`src/rtl/ext_irq_requester.sv`:
```
// External interrupt requester: edge-detected device lines latched into pend/lost,
// masked onto ca_part_1, plus a period timer whose expiry feeds line 0.
module ext_irq_requester #(
    parameter int CNT_W = 32
) (
    input  logic        clk,
    input  logic        rst,
    input  logic [15:0] dev_req,
    input  logic        jisr,
    input  logic [15:0] mca_ext,
    input  logic        cfg_we,
    input  logic [2:0]  cfg_sel,
    input  logic [31:0] cfg_wdata,
    output logic [31:0] cfg_rdata,
    output logic [15:0] ca_part_1,
    output logic        irq_pending
);

    typedef enum logic {IDLE, RUN} state_t;

    state_t             state_q, state_d;
    logic [15:0]        prev_q, pend_q, pend_d, mask_q, mask_d, lost_q, lost_d;
    logic               ten_q, ten_d, arl_q, arl_d;
    logic [CNT_W-1:0]   period_q, period_d, count_q, count_d;

    logic [CNT_W-1:0]   wd_per;
    logic [31:0]        period_rd, count_rd;
    logic               expire, wr_mask, wr_ctrl, wr_pend, wr_per, wr_lost;
    logic [15:0]        ev, clr;

    generate
        if (CNT_W < 32) begin : g_narrow
            assign wd_per    = cfg_wdata[CNT_W-1:0];
            assign period_rd = {{(32-CNT_W){1'b0}}, period_q};
            assign count_rd  = {{(32-CNT_W){1'b0}}, count_q};
        end else if (CNT_W == 32) begin : g_exact
            assign wd_per    = cfg_wdata;
            assign period_rd = period_q;
            assign count_rd  = count_q;
        end else begin : g_wide
            assign wd_per    = {{(CNT_W-32){1'b0}}, cfg_wdata};
            assign period_rd = period_q[31:0];
            assign count_rd  = count_q[31:0];
        end
    endgenerate

    assign wr_mask = cfg_we && (cfg_sel == 3'd0);
    assign wr_ctrl = cfg_we && (cfg_sel == 3'd1);
    assign wr_pend = cfg_we && (cfg_sel == 3'd2);
    assign wr_per  = cfg_we && (cfg_sel == 3'd3);
    assign wr_lost = cfg_we && (cfg_sel == 3'd4);

    assign expire = (state_q == RUN) && (count_q == period_q - CNT_W'(1));

    // Set beats clear: an event on a line always leaves pend set and never counts as lost
    // when that line is also being acknowledged or W1C-cleared.
    always_comb begin
        ev     = (dev_req & ~prev_q) | {15'b0, expire};
        clr    = (jisr ? mca_ext : 16'h0) | (wr_pend ? cfg_wdata[15:0] : 16'h0);
        pend_d = (pend_q & ~clr) | ev;
        lost_d = (lost_q & ~(wr_lost ? cfg_wdata[15:0] : 16'h0)) | (ev & pend_q & ~clr);
        mask_d = wr_mask ? cfg_wdata[15:0] : mask_q;
    end

    always_comb begin
        state_d  = state_q;
        count_d  = count_q;
        ten_d    = wr_ctrl ? cfg_wdata[0] : ten_q;
        arl_d    = wr_ctrl ? cfg_wdata[1] : arl_q;
        period_d = wr_per  ? wd_per : period_q;
        case (state_q)
            IDLE: begin
                count_d = '0;
                if (ten_q && (period_q != '0)) state_d = RUN;
            end
            RUN: begin
                if ((wr_ctrl && !cfg_wdata[0]) || (wr_per && (wd_per == '0)) ||
                    !ten_q || (period_q == '0)) begin
                    state_d = IDLE;
                    count_d = '0;
                end else if (wr_per) begin
                    count_d = '0;
                end else if (expire) begin
                    count_d = '0;
                    if (!arl_q) begin
                        state_d = IDLE;
                        if (!wr_ctrl) ten_d = 1'b0;
                    end
                end else begin
                    count_d = count_q + CNT_W'(1);
                end
            end
            default: begin
                state_d = IDLE;
                count_d = '0;
            end
        endcase
    end

    always_ff @(posedge clk) begin
        if (rst) begin
            state_q  <= IDLE;
            prev_q   <= '0;
            pend_q   <= '0;
            mask_q   <= '0;
            lost_q   <= '0;
            ten_q    <= 1'b0;
            arl_q    <= 1'b0;
            period_q <= '0;
            count_q  <= '0;
        end else begin
            state_q  <= state_d;
            prev_q   <= dev_req;
            pend_q   <= pend_d;
            mask_q   <= mask_d;
            lost_q   <= lost_d;
            ten_q    <= ten_d;
            arl_q    <= arl_d;
            period_q <= period_d;
            count_q  <= count_d;
        end
    end

    always_comb begin
        cfg_rdata = 32'h0;
        case (cfg_sel)
            3'd0:    cfg_rdata = {16'h0, mask_q};
            3'd1:    cfg_rdata = {29'h0, (state_q == RUN), arl_q, ten_q};
            3'd2:    cfg_rdata = {16'h0, pend_q};
            3'd3:    cfg_rdata = period_rd;
            3'd4:    cfg_rdata = {16'h0, lost_q};
            3'd5:    cfg_rdata = count_rd;
            default: cfg_rdata = 32'h0;
        endcase
    end

    assign ca_part_1   = pend_q & mask_q;
    assign irq_pending = |ca_part_1;

endmodule

```
`config.mk`:
```
export PLATFORM = sky130hd
export DESIGN_NAME = ext_irq_requester
export DESIGN_NICKNAME = d
export VERILOG_FILES = /design/src/rtl/ext_irq_requester.sv
export SDC_FILE = /design/constraint.sdc
export NUM_CORES = 1
export LEC_CHECK = 0
export CAP_MARGIN = 30
export CORE_MARGIN = 1
export CORE_UTILIZATION = 29
export CTS_BUF_LIST = sky130_fd_sc_hd__clkbuf_8
export CTS_CLUSTER_SIZE = 24
export DETAILED_ROUTE_END_ITERATION = 8
export PLACE_DENSITY = 0.47
export SKIP_CTS_REPAIR_TIMING = 1
export SYNTH_ARGS = -nofsm -noshare
export SYNTH_HDL_FRONTEND = slang
export SYNTH_SLANG_ARGS = --single-unit
```
`constraint.sdc`:
```
create_clock -name clk -period 3.1 [get_ports clk]
set_clock_uncertainty 0.05 [all_clocks]
set_input_delay 0.62 -clock clk [delete_from_list [all_inputs] [get_ports clk]]
set_output_delay 0.62 -clock clk [all_outputs]
set_load 0.05 [all_outputs]
```
==> results of run 1 <==
[worst max-delay path: cells and delay by family, from the launching register on]
family                 cells  cell delay (ns)
AND/OR/NAND/NOR            6             2.16
buffers and inverters      2             0.34
XOR/XNOR                   1             0.09
flip-flops                 1             0.35
[per-layer routing]
metal | track usage, % | routed length (um)
met1 | 28.3 | 12500
met2 | 30.6 | 11600
met3 | 3.65 | 1080
met4 | 4.93 | 351
met5 | 0 | 0
[synthesized netlist by cell type (4+ instances only)]
cell type	instances	share of area [%]
nand3b_1	5	0.51
nand2_1	177	9.0
a21oi_1	70	4.8
a221o_1	13	1.8
xor2_1	30	3.6
a2bb2oi_1	16	1.9
o21ai_0	20	1.4
o22ai_1	5	0.43
nand4_1	19	1.6
xnor2_1	41	4.9
nor3_2	5	0.68
nor2b_1	22	1.9
nor2_1	47	2.4
dfxtp_1	131	36
or2_2	4	0.34
clkbuf_1	52	2.7
mux2i_1	20	2.7
nand2b_1	20	1.7
inv_1	8	0.41
a31oi_1	4	0.34
buf_1	5	0.26
buf_2	4	0.27
or3_1	8	0.68
and3_1	6	0.51
or4_1	10	1.0
and2_1	20	1.7
buf_6	4	0.61
a22o_1	16	1.9
nand3_1	34	2.3
nor3_1	29	2.0
nor4_1	35	3.0
[how the worst min path moves through the flow]
stage | end | cells past startpoint | slack, ns
floorplan | mask_q[0] | 2 | 0.39
global placement | mask_q[7] | 2 | 0.40
detailed placement | mask_q[7] | 2 | 0.41
CTS | mask_q[7] | 2 | 0.42
global route | mask_q[9] | 2 | 0.44
finish | mask_q[7] | 2 | 0.42
[state kept, by name, summed over array words and instances, names as in the netlist]
name	cells
lost_q	16
period_q	32
ten_q	1
mask_q	16
pend_q	16
count_q	32
state_q	1
prev_q	16
arl_q	1
[logic make-up (layout without fill, tap and decap cells)]
| family | after synthesis | count (layout) |
|---|---|---|
| muxes | 22 | 22 |
| adders and majority gates | 2 | 2 |
| xor gates and xnor gates | 71 | 71 |
| and+or+nand+nor | 458 | 458 |
| DFF | 131 | 131 |
| AOI/OAI and AO/OA | 171 | 171 |
| buffers and inverters | 78 | 251 |
[per-stage QoR]
step                setup WS (ns)  std cells  cell area [sq um]
global route               -0.109       1430              10400
global placement          -0.0226       1391               9750
floorplan                  -0.101        933               7410
finish                    -0.0107       1430              10400
detailed placement        -0.0393       1391               9750
CTS                       -0.0782       1423              10200
[cell type report]
class	instances	area [sq um]	area share (%)
multi-input combinational	724	4500	43.4
sequential	131	2630	25.4
timing repair buffer	211	2340	22.6
tap	324	405	3.91
clock buffer	17	234	2.26
clock inverter	15	218	2.10
inverter	8	30.0	0.290
[power by group]
group / internal (uW) / switching [uW]
sequential: 1730 / 36.3
combinational: 335 / 355
clock: 904 / 802
==> flow_metrics.tcl, run 1 <==
set metrics [dict create \
    synth_edf_count 0 \
    wl_per_cell_um 17.8 \
    period_share_pct 100 \
    worst_setup_path_end_kind "flip-flop" \
    leakagePower_uw 0.00380 \
    rows 57 \
    max_freq_mhz 321 \
    synth-seq-cells 131 \
    htreeDepth 4 \
    syn-num-nets 1006 \
    synthCells 933 \
    grt_pass1_wl_um 39800 \
    ctsLongestPathBuffers 2 \
    worst_path_largest_cell_delay_ns 0.59 \
    relSlewSlack_pct 55.9 \
    route.detailed.drc 0 \
    synth_compound_area_share_pct 15.5 \
    drt-pass1-iter-count 7 \
    reg2reg_from "period_q[7]" \
    finalCoreUtilization_pct 42.1 \
    ys_types 65 \
    final_nets 1166 \
    setup_ws_ns -0.0107 \
    setup_viol 5 \
    start_util_pct 29.9 \
    rsz0062_at_grt "true" \
    layout-drive-gt1-share_pct 18.7 \
    crit_end "count_q[19]" \
    peakVddDrop_mv 0.238 \
    cp.required_ns 3.39 \
    layout_commonest_cell "nand2_1" \
    vias_per_cell 5.00 \
    fillers 2483 \
    synth_warnings 0 \
    synthToLayoutAreaGrowth_pct 41.0 \
    cp-startpoint "period_q[7]" \
    synthFlopType "dfxtp_1" \
    hold_class "flip-flop to flip-flop" \
    worst-setup-path-type "flip-flop to flip-flop" \
    cp.arrival_ns 3.40 \
    first_iter_violations 387 \
    antenna_found_initial 0 \
    finalCriticalPeriod_ns 3.11 \
    cts_tree "yes" \
    yosys.area_share.simple_pct 31.9 \
    port_buffers 119 \
    routed_wl_um 25500 \
    maxCapViolations 0 \
    layout_common_cells "nand2_1 (177), dfxtp_1 (128), clkdlybuf4s50_1 (85), buf_4 (82), a21oi_1 (70)" \
    detail-route-antenna-nets 0 \
    die_w_um 161 \
    core_area_sq_mm 0.0246 \
    cts_root_buffer "clkbuf_8" \
    numCtsBuffers 17 \
    worstSkewPairLatency_ns 0.46 \
    dp_hpwl_um 19200 \
    synth_xor_area_share_pct 8.47 \
    clkTransAtPathRegs_ns 0.08 \
    syn_area_sq_mm 0.00735 \
    power_density_mw_per_mm2 402 \
    critPathLaunchType "flip-flop" \
    synthMuxAreaShare_pct 3.03 \
    cp_max_fo 7 \
    worstHoldStart "mask_q[7]" \
    die_area_sq_mm 0.0260 \
    grt_max_degree 58 \
    status "finished with violations" \
    finalHoldViolCount 0 \
    crit_top_cell "or4_4" \
    r2r_cells 9 \
    rr_endpoint "count_q[19]" \
    cp_cell_sequence "or4_4 -> nor3_4 -> xnor2_1 -> or4_1 -> or4_4 -> nor4_4 -> buf_4 -> clkbuf_16 -> nor3_1" \
    dieHeight_um 161 \
    yosysSeqAreaShare_pct 35.7 \
    num_vias 7157 \
    routabilityCongestion 0.859 \
    hold_ws_ns 0.417 \
    gr-total-overflow 0 \
    cts_sinks 131 \
    grt_pass1_vias 6869 \
    synth_top_family_by_area "simple AND/OR/NAND/NOR gates" \
    io_pins 120 \
    avgSynthCellArea_sq_um 7.87 \
    r2r_slack_ns -0.01 \
    worstMarginPinSlew_ns 0.659 \
    violations "setup timing" \
    finalPower_uw 4160 \
    grt_usage_pct 19.8 \
    fin_setup_tns_ns -0.0299 \
    diodes 0 \
    cp_slowest_cell "or4_4" \
    slew_violations 0 \
    synthAdderAreaFrac_pct 0.341 \
    async_flop_share_pct 0 \
]
Note: power is estimated with default switching activity, not from simulation.
==> run 2, diff against run 1 <==
--- a/config.mk
+++ b/config.mk
@@ -9,9 +9,9 @@
 export CORE_MARGIN = 1
 export CORE_UTILIZATION = 29
 export CTS_BUF_LIST = sky130_fd_sc_hd__clkbuf_8
-export CTS_CLUSTER_SIZE = 24
 export DETAILED_ROUTE_END_ITERATION = 8
 export PLACE_DENSITY = 0.47
+export RECOVER_POWER = 25
 export SKIP_CTS_REPAIR_TIMING = 1
 export SYNTH_ARGS = -nofsm -noshare
 export SYNTH_HDL_FRONTEND = slang
==> flow_metrics.tcl, run 2 (synthesized netlist as in run 1, its figures left out) <==
set metrics [dict create \
    cp-startpoint "period_q[7]" \
    peakVddDrop_mv 0.238 \
    layout_commonest_cell "nand2_1" \
    status "finished with violations" \
    path_depth 9 \
    cp_slowest_cell "or4_4" \
    io_pins 120 \
    grt_pass1_wl_um 39800 \
    post-place-ws_ns -0.0393 \
    crit_buf_inv 2 \
    rr_endpoint "count_q[21]" \
    r2r_cells 9 \
    cts_root_buffer "clkbuf_8" \
    layout_common_cells "nand2_1 (177), dfxtp_1 (128), clkdlybuf4s50_1 (83), buf_4 (79), a21oi_1 (70)" \
    finalPower_uw 4160 \
    worst-setup-path-type "flip-flop to flip-flop" \
    vias_per_cell 5.00 \
    final_nets 1166 \
    stdcell_area_sq_mm 0.0103 \
    cp_max_fo 7 \
    grt_max_degree 58 \
    max_freq_mhz 322 \
    finalHoldViolCount 0 \
    dieHeight_um 161 \
    rows 57 \
    num_vias 7155 \
    wl_per_cell_um 17.8 \
    core_area_sq_mm 0.0246 \
    worst_path_largest_cell_delay_ns 0.58 \
    port_buffers 119 \
    relSlewSlack_pct 16.2 \
    htreeDepth 4 \
    first_iter_violations 370 \
    grt_pass1_vias 6869 \
    crit_end "count_q[21]" \
    leakagePower_uw 0.00379 \
    cp.required_ns 3.39 \
    path_delay_family "simple AND/OR/NAND/NOR gates" \
    start_util_pct 29.9 \
    routabilityCongestion 0.859 \
    detail-route-antenna-nets 0 \
    power_density_mw_per_mm2 403 \
    critPathLaunchType "flip-flop" \
    setup_viol 3 \
    synthToLayoutAreaGrowth_pct 40.6 \
    worstMarginPinSlew_ns 1.26 \
    die_area_sq_mm 0.0260 \
    finalCoreUtilization_pct 42.0 \
    r2r_slack_ns -0.005 \
    top_regs "count_q: 32 flops, period_q: 32 flops" \
    ctsLongestPathBuffers 2 \
    worstSkewPairLatency_ns 0.46 \
    layout-drive-gt1-share_pct 18.4 \
    crit_top_cell "or4_4" \
    place_area_sq_mm 0.00975 \
    dp_hpwl_um 19200 \
    drt-pass1-iter-count 4 \
    diodes 0 \
    die_w_um 161 \
    maxCapViolations 0 \
    cp.arrival_ns 3.40 \
    cp_cell_sequence "or4_4 -> nor3_4 -> xnor2_1 -> or4_1 -> or4_4 -> nor4_4 -> buf_4 -> clkbuf_16 -> nor3_1" \
    antenna_found_initial 0 \
    period_share_pct 100 \
    hold_class "flip-flop to flip-flop" \
    worst_setup_path_end_kind "flip-flop" \
    numCtsBuffers 17 \
    reg2reg_from "period_q[7]" \
    clkTransAtPathRegs_ns 0.08 \
    route.detailed.drc 0 \
    cts_tree "yes" \
    rsz0062_at_grt "true" \
    grt_usage_pct 19.8 \
    gr-total-overflow 0 \
    setup_ws_ns -0.00452 \
    violations "setup timing" \
    routed_wl_um 25500 \
    finalCriticalPeriod_ns 3.10 \
    cts_sinks 131 \
    slew_violations 0 \
]
run 2: cell count changes in the layout (fill, tap and decap cells not counted), moves of 2 or more:
cell and delta:
dlygate4sd3_1 +2, buf_4 -3, and2_0 +2, and2_1 -2, clkbuf_1 +3, clkdlybuf4s50_1 -2
run 2: worst min-delay path by stage:
stage,depth (start not counted),slack [ns],start,to
2_1_floorplan,2,0.39,mask_q[0],mask_q[0]
3_3_place_gp,2,0.40,mask_q[7],mask_q[7]
3_5_place_dp,2,0.41,mask_q[7],mask_q[7]
4_1_cts,2,0.42,mask_q[7],mask_q[7]
5_1_grt,2,0.44,mask_q[9],mask_q[9]
6_report,2,0.42,mask_q[7],mask_q[7]
run 2: cell type report:
class	instances	area, sq um
multi-input cells	724	4500
flip-flops and latches	131	2630
well taps	324	405
repair buffers	211	2320
fillers	2485	14300
clock inverters	15	218
inverters	8	30.0
clock buffers	17	234
run 2: worst min-delay path: stages (launching register included):
cell and delay, ns:
dfxtp_1 0.32, nand2_1 0.05, a21oi_1 0.05
run 2: through the flow:
step / cells / hold slack [ns] / setup TNS [ns]
3_5_place_dp: 1391 / 0.407 / -0.699
2_1_floorplan: 933 / 0.394 / -2.52
6_report: 1430 / 0.417 / -0.0114
3_3_place_gp: 1391 / 0.404 / -0.387
4_1_cts: 1423 / 0.418 / -1.63
5_1_grt: 1430 / 0.443 / -4.12
run 2: per-layer routing:
metal	track usage, %	vias to the layer above	share of wire [%]
li1	-	3625	-
met1	28.3	3356	49
met2	30.6	154	46
met3	3.65	20	4.0
met4	4.93	0	1.4
met5	0	-	0
run 2: power breakdown:
part	leakage [uW]	switching, uW	internal [uW]
sequential	0.00107	36.3	1730
clock	0.000229	802	904
combinational	0.00249	354	333
==> run 3, diff against run 2 <==
--- a/config.mk
+++ b/config.mk
@@ -7,10 +7,10 @@
 export LEC_CHECK = 0
 export CAP_MARGIN = 30
 export CORE_MARGIN = 1
-export CORE_UTILIZATION = 29
+export CORE_UTILIZATION = 50
 export CTS_BUF_LIST = sky130_fd_sc_hd__clkbuf_8
 export DETAILED_ROUTE_END_ITERATION = 8
-export PLACE_DENSITY = 0.47
+export PLACE_DENSITY = 0.77
 export RECOVER_POWER = 25
 export SKIP_CTS_REPAIR_TIMING = 1
 export SYNTH_ARGS = -nofsm -noshare
==> flow_metrics.tcl, run 3 (synthesized netlist as in run 1, its figures left out) <==
set metrics [dict create \
    leakagePower_uw 0.00368 \
    grt_usage_pct 31.7 \
    dieHeight_um 123 \
    numCtsBuffers 17 \
    layout_common_cells "nand2_1 (177), dfxtp_1 (128), clkdlybuf4s50_1 (80), a21oi_1 (70), buf_4 (70)" \
    crit_buf_inv 2 \
    worst_path_largest_cell_delay_ns 0.55 \
    route.detailed.drc 0 \
    top_layer_used "met4" \
    routabilityCongestion 1.01 \
    htreeDepth 4 \
    setup_viol 32 \
    die_area_sq_mm 0.0152 \
    violations "setup timing" \
    finalCoreUtilization_pct 70.8 \
    die_w_um 123 \
    layout_commonest_cell "nand2_1" \
    ctsLongestPathBuffers 2 \
    cts_root_buffer "clkbuf_8" \
    cp.arrival_ns 3.43 \
    wl_per_cell_um 18.5 \
    grt_pass1_wl_um 36800 \
    crit_top_cell "or4_4" \
    cp_max_fo 8 \
    peakVddDrop_mv 0.373 \
    clkTransAtPathRegs_ns 0.08 \
    cts_tree "yes" \
    grt_max_degree 61 \
    finalCriticalPeriod_ns 3.16 \
    max_freq_mhz 317 \
    power_density_mw_per_mm2 388 \
    detail-route-antenna-nets 0 \
    rsz0062_at_grt "true" \
    cp.required_ns 3.38 \
    core_area_sq_mm 0.0141 \
    worst-setup-path-type "flip-flop to flip-flop" \
    dp_hpwl_um 17200 \
    stdcell_count 1276 \
    drt-met1-wl_um 10000 \
    first_iter_violations 643 \
    path_depth 9 \
    drt-pass1-iter-count 5 \
    gr-total-overflow 0 \
    cp_cell_sequence "or4_4 -> nor3_4 -> xnor2_1 -> or4_1 -> or4_4 -> nor4_4 -> buf_6 -> buf_8 -> nor4_1" \
    antenna_found_initial 0 \
    hold_class "flip-flop to flip-flop" \
    path_delay_family "simple AND/OR/NAND/NOR gates" \
    cp_slowest_cell "or4_4" \
    rows 43 \
    diodes 0 \
    dr_wl_met3_um 1830 \
    layout-drive-gt1-share_pct 18.0 \
    top_regs "count_q: 32 flops, period_q: 32 flops" \
    maxCapViolations 0 \
    placed_cells 1234 \
    port_buffers 119 \
    relSlewSlack_pct 14.6 \
    synthToLayoutAreaGrowth_pct 35.8 \
    whs_path_depth 2 \
    worstSkewPairLatency_ns 0.45 \
    status "finished with violations" \
    critPathLaunchType "flip-flop" \
    post-place-ws_ns -0.0465 \
    grt_pass1_vias 7316 \
    finalPower_uw 3870 \
    dr_wl_met2_um 11100 \
    slew_violations 0 \
    setup_ws_ns -0.0571 \
    vias_per_cell 6.02 \
    period_share_pct 102 \
    routed_wl_um 23700 \
    r2r_cells 9 \
    hold_ws_ns 0.424 \
    worst_setup_path_end_kind "flip-flop" \
    final_nets 1156 \
    io_pins 120 \
    finalHoldViolCount 0 \
    start_util_pct 52.1 \
    worstMarginPinSlew_ns 1.28 \
    cts_sinks 131 \
    num_vias 7679 \
]
## run 3: cell count changes in the layout (fill, tap and decap cells not counted), sizes merged
cell,change
buf,-9
bufinv,-3
clkdlybuf4s50,-3
dlygate4sd3,+3
clkbuf,-1
clkinv,+1
clkinvlp,+2
## run 3: layer usage
layer	track usage, %	vias up
met3	6.50	63
met4	11.9	0
li1	-	3617
met5	0	-
met1	40.9	3619
met2	51.8	380
## run 3: through the flow
| stage | instance area, sq um | TNS, ns |
|---|---|---|
| 2_1_floorplan | 7410 | -2.52 |
| 3_5_place_dp | 9390 | -0.788 |
| 5_1_grt | 9970 | -4.09 |
| 3_3_place_gp | 9390 | -0.0156 |
| 4_1_cts | 9770 | -1.24 |
| 6_report | 9970 | -1.03 |
## run 3: final timing paths
path,startpoint,end,slack (ns)
max,period_q[7],count_q[7],-0.06
min,mask_q[9],mask_q[9],0.42
max reg2reg,period_q[7],count_q[7],-0.06
min reg2reg,mask_q[9],mask_q[9],0.42
## run 3: report_power, final
| part | internal [uW] | switching, uW |
|---|---|---|
| Sequential | 1730 | 38.2 |
| Clock | 652 | 768 |
| Combinational | 326 | 351 |
| Total | 2710 | 1160 |
## run 3: area by class of cell
class / count / area (sq um)
multi-input cells: 724 / 4490
fillers: 1130 / 4120
flip-flops and latches: 131 / 2630
repair buffers: 201 / 2220
clock buffers: 17 / 234
well taps: 180 / 225
clock inverters: 15 / 143
inverters: 8 / 30.0
## run 3: worst register-to-register path: stages, from the launching register on
cell and delay, ns:
dfxtp_4 0.36, or4_4 0.55, nor3_4 0.24, xnor2_1 0.13, or4_1 0.51, or4_4 0.52, nor4_4 0.30, buf_6 0.18
buf_8 0.14, nor4_1 0.06
